==> config.mk <==
export PLATFORM = sky130hd
export DESIGN_NAME = dram_arbiter
export DESIGN_NICKNAME = d
export VERILOG_FILES = /design/src/rtl/dram_arbiter.sv
export SDC_FILE = /design/constraint.sdc
export NUM_CORES = 1
export LEC_CHECK = 0
export ABC_CLOCK_PERIOD_IN_PS = 2600
export CORE_AREA = 2 2 354 356
export CTS_CLUSTER_DIAMETER = 100
export DETAILED_ROUTE_END_ITERATION = 8
export DIE_AREA = 0 0 356 358
export HOLD_SLACK_MARGIN = 0.1
export PLACE_DENSITY = 0.3
export SLEW_MARGIN = 10
export SYNTH_ARGS = -nofsm -noshare
export SYNTH_HDL_FRONTEND = slang
export SYNTH_SLANG_ARGS = --single-unit
==> constraint.sdc <==
create_clock -name clock -period 2.6 [get_ports clock]
set_clock_uncertainty 0.2 [all_clocks]
set_input_delay 0.78 -clock clock [delete_from_list [all_inputs] [get_ports clock]]
set_output_delay 0.78 -clock clock [all_outputs]
set_load 0.02 [all_outputs]
==> src/rtl/dram_arbiter.sv <==
// Two-port round-robin arbiter in front of a DRAM user interface.
// One read may be outstanding at a time; writes can issue back-to-back.
module dram_arbiter #(
    parameter int ADDR_WIDTH = 27,
    parameter int DATA_WIDTH = 128,
    parameter int MASK_WIDTH = 16,
    parameter int TIMEOUT    = 1023
) (
    input  logic                  clock,
    input  logic                  reset,
    input  logic                  p0_ren,
    input  logic                  p0_wen,
    input  logic [ADDR_WIDTH-1:0] p0_addr,
    input  logic [DATA_WIDTH-1:0] p0_wdata,
    input  logic [MASK_WIDTH-1:0] p0_wmask,
    output logic                  p0_ack,
    output logic [DATA_WIDTH-1:0] p0_rdata,
    output logic                  p0_rvalid,
    input  logic                  p1_ren,
    input  logic                  p1_wen,
    input  logic [ADDR_WIDTH-1:0] p1_addr,
    input  logic [DATA_WIDTH-1:0] p1_wdata,
    input  logic [MASK_WIDTH-1:0] p1_wmask,
    output logic                  p1_ack,
    output logic [DATA_WIDTH-1:0] p1_rdata,
    output logic                  p1_rvalid,
    output logic                  dram_ren,
    output logic                  dram_wen,
    output logic [ADDR_WIDTH-1:0] dram_addr,
    output logic [DATA_WIDTH-1:0] dram_wdata,
    output logic [MASK_WIDTH-1:0] dram_wmask,
    input  logic                  dram_busy,
    input  logic                  dram_init_calib_complete,
    input  logic [DATA_WIDTH-1:0] dram_rdata,
    input  logic                  dram_rvalid,
    output logic                  timeout_err
);

    // state     | meaning
    // IDLE      | may issue a command to the winning port
    // READ_WAIT | one read outstanding, waiting for dram_rvalid or timeout
    localparam logic [0:0] IDLE      = 1'b0;
    localparam logic [0:0] READ_WAIT = 1'b1;

    localparam int CNT_WIDTH = (TIMEOUT < 2) ? 1 : $clog2(TIMEOUT + 1);
    localparam logic [CNT_WIDTH-1:0] CNT_LAST = CNT_WIDTH'(TIMEOUT - 1);

    logic [0:0]           state_q, state_d;
    logic                 last_q, last_d;
    logic                 owner_q, owner_d;
    logic [CNT_WIDTH-1:0] cnt_q, cnt_d;
    logic                 err_q, err_d;

    logic req0, req1, issue, win1, sel_ren, sel_wen, rsp;

    assign p0_rdata    = dram_rdata;
    assign p1_rdata    = dram_rdata;
    assign timeout_err = err_q;

    always_comb begin
        req0    = p0_ren | p0_wen;
        req1    = p1_ren | p1_wen;
        issue   = !reset && (state_q == IDLE) && dram_init_calib_complete &&
                  !dram_busy && (req0 || req1);
        // last_q holds the index of the previously granted port
        win1    = req1 && (!req0 || !last_q);
        sel_ren = win1 ? p1_ren : p0_ren;
        sel_wen = win1 ? p1_wen : p0_wen;

        dram_ren   = issue && sel_ren;
        dram_wen   = issue && !sel_ren && sel_wen;
        dram_addr  = win1 ? p1_addr  : p0_addr;
        dram_wdata = win1 ? p1_wdata : p0_wdata;
        dram_wmask = win1 ? p1_wmask : p0_wmask;
        p0_ack     = issue && !win1;
        p1_ack     = issue && win1;

        rsp       = !reset && (state_q == READ_WAIT) && dram_rvalid;
        p0_rvalid = rsp && !owner_q;
        p1_rvalid = rsp && owner_q;

        state_d = state_q;
        last_d  = last_q;
        owner_d = owner_q;
        cnt_d   = cnt_q;
        err_d   = err_q;
        case (state_q)
            IDLE: begin
                if (issue) begin
                    last_d = win1;
                    if (sel_ren) begin
                        state_d = READ_WAIT;
                        owner_d = win1;
                        cnt_d   = '0;
                    end
                end
            end
            READ_WAIT: begin
                if (dram_rvalid) begin
                    state_d = IDLE;
                end else if (cnt_q == CNT_LAST) begin
                    state_d = IDLE;
                    err_d   = 1'b1;
                end else begin
                    cnt_d = cnt_q + 1'b1;
                end
            end
            default: state_d = IDLE;
        endcase
    end

    always_ff @(posedge clock or posedge reset) begin
        if (reset) begin
            state_q <= IDLE;
            last_q  <= 1'b1;
            owner_q <= 1'b0;
            cnt_q   <= '0;
            err_q   <= 1'b0;
        end else begin
            state_q <= state_d;
            last_q  <= last_d;
            owner_q <= owner_d;
            cnt_q   <= cnt_d;
            err_q   <= err_d;
        end
    end

endmodule

-- Yosys cells after proc, flatten, opt, wreduce, memory -nomap -nowiden
Index checks and enable logic that the tools add are counted.
- logic and storage cells: 57
- memory bits (writable): 0
- memories kept: 0
- latch bits: 0
- ROM bits: 0
- flip-flop bits (word level): 14
- output and inout bits: 434
- bits of input ports: 479
- reductions and logical operators: 27
- shift operators: 0
- bitwise gates (word level): 4
- eq/ne operators: 5
- multipliers: 0
- add/sub/neg operators: 1
- mux-type cells: 15
- div/mod/pow operators: 0
- order comparisons: 0
- operators with widths (cell ; count):
    $mux W128 ; 1
    $mux W10 ; 4
    $mux W27 ; 1
    $pmux W10 S2 ; 1
    $mux W16 ; 1
    $logic_and A1 B1 Y1 ; 14
    $add A10 B1 Y10 const B ; 1
    $eq A10 B10 Y1 const B ; 1
    $ne A2 B2 Y1 const B ; 4
    $logic_not A1 Y1 ; 7
    $mux W1 ; 6
    $reduce_and A3 Y1 ; 2
    $reduce_and A4 Y1 ; 1
    $logic_or A1 B1 Y1 ; 2
    $not A1 Y1 ; 2
    $or A1 B1 Y1 ; 2
    $pmux W1 S2 ; 1
    $reduce_and A2 Y1 ; 1

-- Longest topological paths before layout
Gate-level depths: netlist (run 1).
- depth in word-level cells: 8
- mapped depth: 7
- mapped depth without buffers: 6

-- Least setup slack after synthesis (run 1)
Ideal clock, no wire load.
- path type: in2out
- start: input reset
- end: output dram_ren
- buffers on the path: 0
- data required time: 1.620 ns
- arrival time: 1.924 ns
- slack: -0.304 ns
- cell stages on the path: 3
- cells stage by stage: inv_1 -> nand4_2 -> nor3_1
- cells in the longest elaborated chain, start to end: 6
- RTL lines (what ; RTL line ; text):
    from (decl) ; 10 ; input logic reset,
    $logic_not A1 Y1 (no line) ; n/a ;
    $logic_and A1 B1 Y1 (3 in a row) ; 63 ; issue = !reset && (state_q == IDLE) && dram_init_calib_complete &&
    $logic_and A1 B1 Y1 ; 64 ; !dram_busy && (req0 || req1);
    $logic_and A1 B1 Y1 ; 70 ; dram_ren = issue && sel_ren;
    to (decl) ; 27 ; output logic dram_ren,
No other way between the ends.

-- Final worst setup path (run 1)
- start: input p0_wen
- end: output dram_wdata[112]
- cells in the longest elaborated chain, start to end: 5
- RTL lines (what ; RTL line ; text):
    from (decl) ; 12 ; input logic p0_wen,
    $or A1 B1 Y1 ; 61 ; req0 = p0_ren | p0_wen;
    $logic_not A1 Y1 ; 66 ; win1 = req1 && (!req0 || !last_q);
    $logic_or A1 B1 Y1 ; 66 ;
    $logic_and A1 B1 Y1 ; 66 ;
    $mux W128 ; 73 ; dram_wdata = win1 ? p1_wdata : p0_wdata;
    to (decl) ; 30 ; output logic [DATA_WIDTH-1:0] dram_wdata,
No other way between the ends.

==> results.py, run 1 <==
metrics = {
    "run_status": {
        "outcome": "finished, violations left",
        "violations": "negative setup slack",
    },
    "timing": {
        "rsz0062_at_grt": "yes",
        "hold_violations": 0,
        "slew_viol_final": 0,
        "fin_ws_ps": -642,
        "period_needed_ps": 3240,
        "slew_headroom_pct": 76.6,
        "timing.final.crit_share_pct": 125,
        "whs_ps": 254,
        "worst_slew_pin_slew_ps": 349,
        "fmax_ghz": 0.308,
        "setup_viol": 175,
    },
    "yosys": {
        "syn_area_per_cell_um2": 8.98,
        "syn-cell-area_um2": 4750,
        "synth_edf_count": 0,
        "syn_inst": 529,
        "synth_cell_types": 34,
        "synth_area_leaders": "mux2_2 (41%), buf_4 (40%), dfrtp_1 (6.8%), buf_2 (2.0%), a31oi_1 (0.92%)",
        "yosysTopAreaCell": "mux2_2",
        "yosysMostFrequentCell": "buf_4",
        "synth-seq-cells": 14,
        "syn_nets": 1010,
        "async_reset_ff_share_pct": 100,
        "synth.top_cells.by_count": "buf_4 (256), mux2_2 (172), buf_2 (19), dfrtp_1 (13), a31oi_1 (7)",
        "netlist.area_leader.share_pct": 40.8,
        "synth_ff_type": "dfrtp_1",
        "yosysSeqAreaShare_pct": 7.40,
        "yosysWarnings": 0,
    },
    "global_routing": {
        "grtUsageTotal_pct": 8.24,
        "grt_pass1_wl_um": 68000,
        "antenna_found_initial": 53,
        "overflow": 0,
        "grt_pass1_vias": 6101,
        "grt_max_degree": 14,
    },
    "detailed_routing": {
        "wl_um": 55900,
        "first_iter_violations": 100,
        "firstDrtPassIters": 4,
        "wl_per_cell_um": 22.0,
        "drc": 0,
        "drtAntennaViolNets": 0,
        "detail_route.vias_per_cell": 2.17,
        "vias": 5530,
    },
    "place": {
        "dp_hpwl_um": 49700,
        "gp_congestion": 0.798,
        "io_buffers": 528,
    },
    "floorplan": {
        "core-area_um2": 123000,
        "io_pins": 913,
        "rows": 129,
        "die-area_um2": 127000,
        "fp.dieW_um": 356,
        "die_y_um": 358,
        "start_util_pct": 3.85,
    },
    "cts": {
        "cts.clk_slew.worst_paths_ps": 50,
        "clk_path_buf_depth": 2,
        "cts_hold_buf": 0,
        "cts.sinks": 14,
        "numCtsBuffers": 3,
        "cts_tree": "done",
        "ctsHtreeMaxLevel": 1,
        "cts_root_buffer": "clkbuf_16",
        "worstSkewPairLatency_ps": 250,
    },
    "worst_setup_path": {
        "slowest_delay_ps": 300,
        "ff2ff_setup_slack_ps": 430,
        "critPathArrivalTime_ps": 2260,
        "critPathMaxFanout": 4,
        "critPathRequiredTime_ps": 1620,
        "r2r_end": "owner_q",
        "cpMostUsedCell": "buf_12",
        "crit_chain": "buf_8 > o21ai_4 > o21a_4 > buf_12 > buf_12 > buf_12 > buf_16 > buf_6 > mux2_4 > buf_6",
        "crit_path_end_kind": "output port",
        "r2r-start": "last_q",
        "cp-start-kind": "primary input",
        "crit_type": "in2out",
        "ff2ff_path_depth": 9,
        "crit_path_top_delay_cell": "mux2_4",
    },
    "flow_run": {
        "drv_cap": 0,
    },
    "cells_and_area": {
        "final_nets": 1384,
        "drive_gt1_share_pct": 54.4,
        "areaGrowthSynthToFinish_pct": 162,
        "fin_util_pct": 10.1,
    },
    "power": {
        "vdd_drop_max_v": 0.000186,
        "p_leak_nw": 4.95,
        "power_density_nw_per_um2": 394,
    },
    "worst_hold_path": {
        "worstHoldPathType": "in2async",
    },
}
==> worst max-delay path, delay by kind of cell <==
| kind | cells | cell delay, ps |
|---|---|---|
| muxes | 1 | 300 |
| AOI/OAI and AO/OA | 2 | 310 |
| buffers and inverters | 7 | 850 |
==> through the flow <==
| step | setup WS [ps] | total power, mW | setup TNS, ps | cells | cell area [um^2] |
|---|---|---|---|---|---|
| final | -642 | 4.91 | -88840 | 2544 | 12400 |
| after global routing | -689 | 5.16 | -98050 | 2540 | 12400 |
| after CTS | -727 | 4.91 | -99310 | 2539 | 12200 |
| after detailed placement | -1310 | 3.51 | -217270 | 2452 | 10600 |
| after global placement | -1330 | 3.53 | -221880 | 2452 | 10600 |
| after floorplan | -153 | 2.41 | -20890 | 529 | 5070 |
==> sequential cells by signal, summed over array words and instances, names as in the netlist <==
register / flops
timeout_err: 1
owner_q: 1
state_q: 1
cnt_q: 10
last_q: 1
==> layer usage <==
metal	routed length (um)	GRT usage (%)	part of all wire (%)	up-vias
li1	-	-	-	2304
met1	20500	8.86	37	2386
met4	612	0.523	1.1	20
met2	24200	13.0	43	720
met5	105	0	0.19	-
met3	10500	6.79	19	100
==> report_power, final <==
| group | internal [mW] | switching (mW) | total (mW) |
|---|---|---|---|
| clock | 0.234 | 0.101 | 0.335 |
| sequential | 0.261 | 0.0516 | 0.313 |
| combinational | 2.58 | 1.68 | 4.26 |
==> worst max-delay path by stage <==
stage,endpoint,slack [ps],from,depth (start not counted)
final,dram_wdata[112],-640,p0_wen,10
after global routing,dram_wdata[7],-690,p0_wen,9
after CTS,dram_wdata[64],-730,p0_ren,10
after detailed placement,dram_wdata[83],-1310,p0_wen,7
after global placement,dram_wmask[15],-1330,p0_wen,7
after floorplan,dram_addr[20],-150,p0_wen,5
==> cell families (layout without fill, tap and decap cells) <==
family	after synthesis	in the layout	synth area share (%)
AO/OA/AOI/OAI	29	29	4.42
adder cells (fa/ha/maj)	2	2	0.527
buffers and inverters	282	655	43.2
flip-flops	14	14	7.40
multiplexers	173	173	41.0
other	0	5	0
AND/OR/NAND/NOR	29	29	3.48
==> cells in the final DEF, fill, tap and decap left out, drive strengths merged <==
cell type,n
a21o,2
a21oi,4
a31oi,7
a41oi,3
and2b,1
and3,1
and4,1
buf,300
clkbuf,4
clkdlybuf4s50,344
clkinvlp,1
dfrtp,13
dfstp,1
diode,5
dlygate4sd2,1
dlymetal6s2s,1
ha,2
inv,4
mux2,172
mux2i,1
nand2,6
nand2b,3
nand3,3
nand4,2
nor2,6
nor2b,1
nor3,3
nor4bb,1
o21a,2
o21ai,5
o22ai,1
o31a,2
o31ai,3
or4,1
==> cell type report <==
| cell class | instances | area [um^2] |
|---|---|---|
| Sequential cell | 14 | 352 |
| Multi-Input combinational cell | 233 | 2990 |
| Clock buffer | 4 | 88.8 |
| Tap cell | 1637 | 2050 |
| Fill cell | 14300 | 111000 |
| Timing Repair Buffer | 646 | 6930 |
| Inverter | 5 | 22.5 |
| Antenna cell | 5 | 12.5 |
==> what timing repair did <==
action	4_1_cts	5_1_grt
gates cloned	9	0
gates resized for setup	1054	142
setup endpoints to repair	189	184
pin swaps	7	8
setup buffers	75	16
No activity file was read; power rests on OpenSTA's default activity.
==> run 2, diff against run 1 <==
GPL_TIMING_DRIVEN = 0   (was default)
SKIP_LAST_GASP = 1   (was default)
==> results.py, run 2 (synthesis results as in run 1) <==
metrics = {
    "cts": {
        "numCtsBuffers": 3,
        "cts_root_buffer": "clkbuf_16",
        "cts_tree": "done",
        "cts.clk_slew.worst_paths_ps": 40,
        "worstSkewPairLatency_ps": 250,
        "cts_hold_buf": 0,
        "cts.sinks": 14,
        "clk_path_buf_depth": 2,
        "ctsHtreeMaxLevel": 1,
    },
    "worst_setup_path": {
        "cp-start-kind": "primary input",
        "critPathArrivalTime_ps": 2390,
        "crit_path_end_kind": "output port",
        "critPathRequiredTime_ps": 1620,
        "critPathMaxFanout": 7,
        "crit_type": "in2out",
    },
    "power": {
        "vdd_drop_max_v": 0.000205,
        "p_int_mw": 3.62,
        "sw_frac_of_total_pct": 38.6,
        "p_comb_share_pct": 89.7,
        "p_switching_mw": 2.27,
        "seq_power_share_pct": 5.3,
        "p_total_mw": 5.89,
        "clkPwrFrac_pct": 5.1,
        "power_density_nw_per_um2": 351,
        "p_leak_nw": 7.08,
    },
    "floorplan": {
        "io_pins": 913,
        "start_util_pct": 3.85,
        "core-area_um2": 123000,
        "fp.dieW_um": 356,
        "die-area_um2": 127000,
        "rows": 129,
        "die_y_um": 358,
    },
    "detailed_routing": {
        "drtAntennaViolNets": 0,
        "first_iter_violations": 160,
        "wl_um": 63300,
        "wl_per_cell_um": 20.8,
        "vias": 7255,
        "drc": 0,
        "detail_route.vias_per_cell": 2.39,
        "firstDrtPassIters": 4,
    },
    "cells_and_area": {
        "largest_reg_flops": 10,
        "layout_common_cells": "clkdlybuf4s50_1 (599), buf_4 (291), buf_6 (176), mux2_4 (145), mux2_2 (27)",
        "drive_gt1_share_pct": 52.1,
        "areaGrowthSynthToFinish_pct": 253,
        "final_nets": 1878,
        "layout_commonest_cell": "clkdlybuf4s50_1",
        "regMostFlops": "cnt_q",
    },
    "global_routing": {
        "grt_pass1_vias": 7595,
        "grt_max_degree": 14,
        "grtUsageTotal_pct": 9.13,
        "grt_pass1_wl_um": 77400,
        "overflow": 0,
        "antenna_found_initial": 50,
    },
    "timing": {
        "fin_ws_ps": -773,
        "slew_headroom_pct": 71.5,
        "period_needed_ps": 3370,
        "fmax_ghz": 0.297,
        "slew_viol_final": 0,
        "setup_viol": 175,
        "hold_violations": 0,
        "timing.final.crit_share_pct": 130,
        "whs_ps": 273,
        "worst_slew_pin_slew_ps": 427,
        "rsz0062_at_grt": "yes",
    },
    "run_status": {
        "violations": "negative setup slack",
        "outcome": "finished, violations left",
    },
    "flow_run": {
        "drv_cap": 0,
    },
    "place": {
        "dp_slack_ps": -1990,
        "dp_hpwl_um": 57500,
        "io_buffers": 784,
        "gp_congestion": 0.768,
    },
    "worst_hold_path": {
        "worstHoldPathType": "reg2reg",
    },
}
run 2: final timing paths:
path,slack (ps),start,end,depth (start not counted)
setup / recovery,-770,p1_wen,dram_wdata[60],10
hold reg to reg,270,timeout_err,timeout_err,1
hold / removal,270,timeout_err,timeout_err,1
max in group asynchronous,1430,reset,last_q,3
min in group asynchronous,310,reset,owner_q,2
setup reg to reg,390,last_q,owner_q,10
run 2: what timing repair did:
item,CTS,global route
buffers inserted,67,24
hold endpoints to repair,0,0
resized for setup,1165,148
pin swaps,7,6
endpoints found under the setup margin,189,175
gates cloned,15,0
run 2: metal layers:
layer	wire length (um)	global-route usage, %	vias up	part of all wire, %
li1	-	-	3296	-
met1	25100	10.8	3352	40
met2	29800	15.3	500	47
met3	7650	4.75	83	12
met4	626	0.574	24	0.99
met5	161	0	-	0.25
run 2: critical path, cell delays in order:
cell,delay [ps]
buf_8,110
o21a_4,230
buf_12,140
buf_16,140
buf_12,130
buf_12,120
buf_12,120
buf_12,130
mux2_4,320
buf_6,140
run 2: power groups by stage:
stage / clock (mW) / sequential (mW) / combinational (mW)
floorplan: 0 / 0.300 / 2.11
global placement: 0 / 0.311 / 4.24
detailed placement: 0 / 0.312 / 4.21
CTS: 0.309 / 0.309 / 5.31
global route: 0.322 / 0.318 / 5.55
finish: 0.298 / 0.310 / 5.28
run 2: final cells by class:
cell class | count | area [um^2]
Multi-Input combinational cell | 233 | 2950
Inverter | 5 | 22.5
Buffer | 266 | 2100
Tap cell | 1637 | 2050
Timing Repair Buffer | 874 | 9210
Sequential cell | 14 | 352
Clock buffer | 4 | 78.8
Antenna cell | 6 | 15.0
Fill cell | 14100 | 107000
run 2: per-stage QoR:
step	std cells	utilization, %	TNS [ps]	area (um^2)
2_1_floorplan	529	-	-20890	5070
3_5_place_dp	2950	12.1	-310030	15000
3_3_place_gp	2950	12.1	-308390	15000
5_1_grt	3034	13.6	-116850	16800
6_report	3039	13.6	-105850	16800
4_1_cts	3034	13.4	-116690	16500
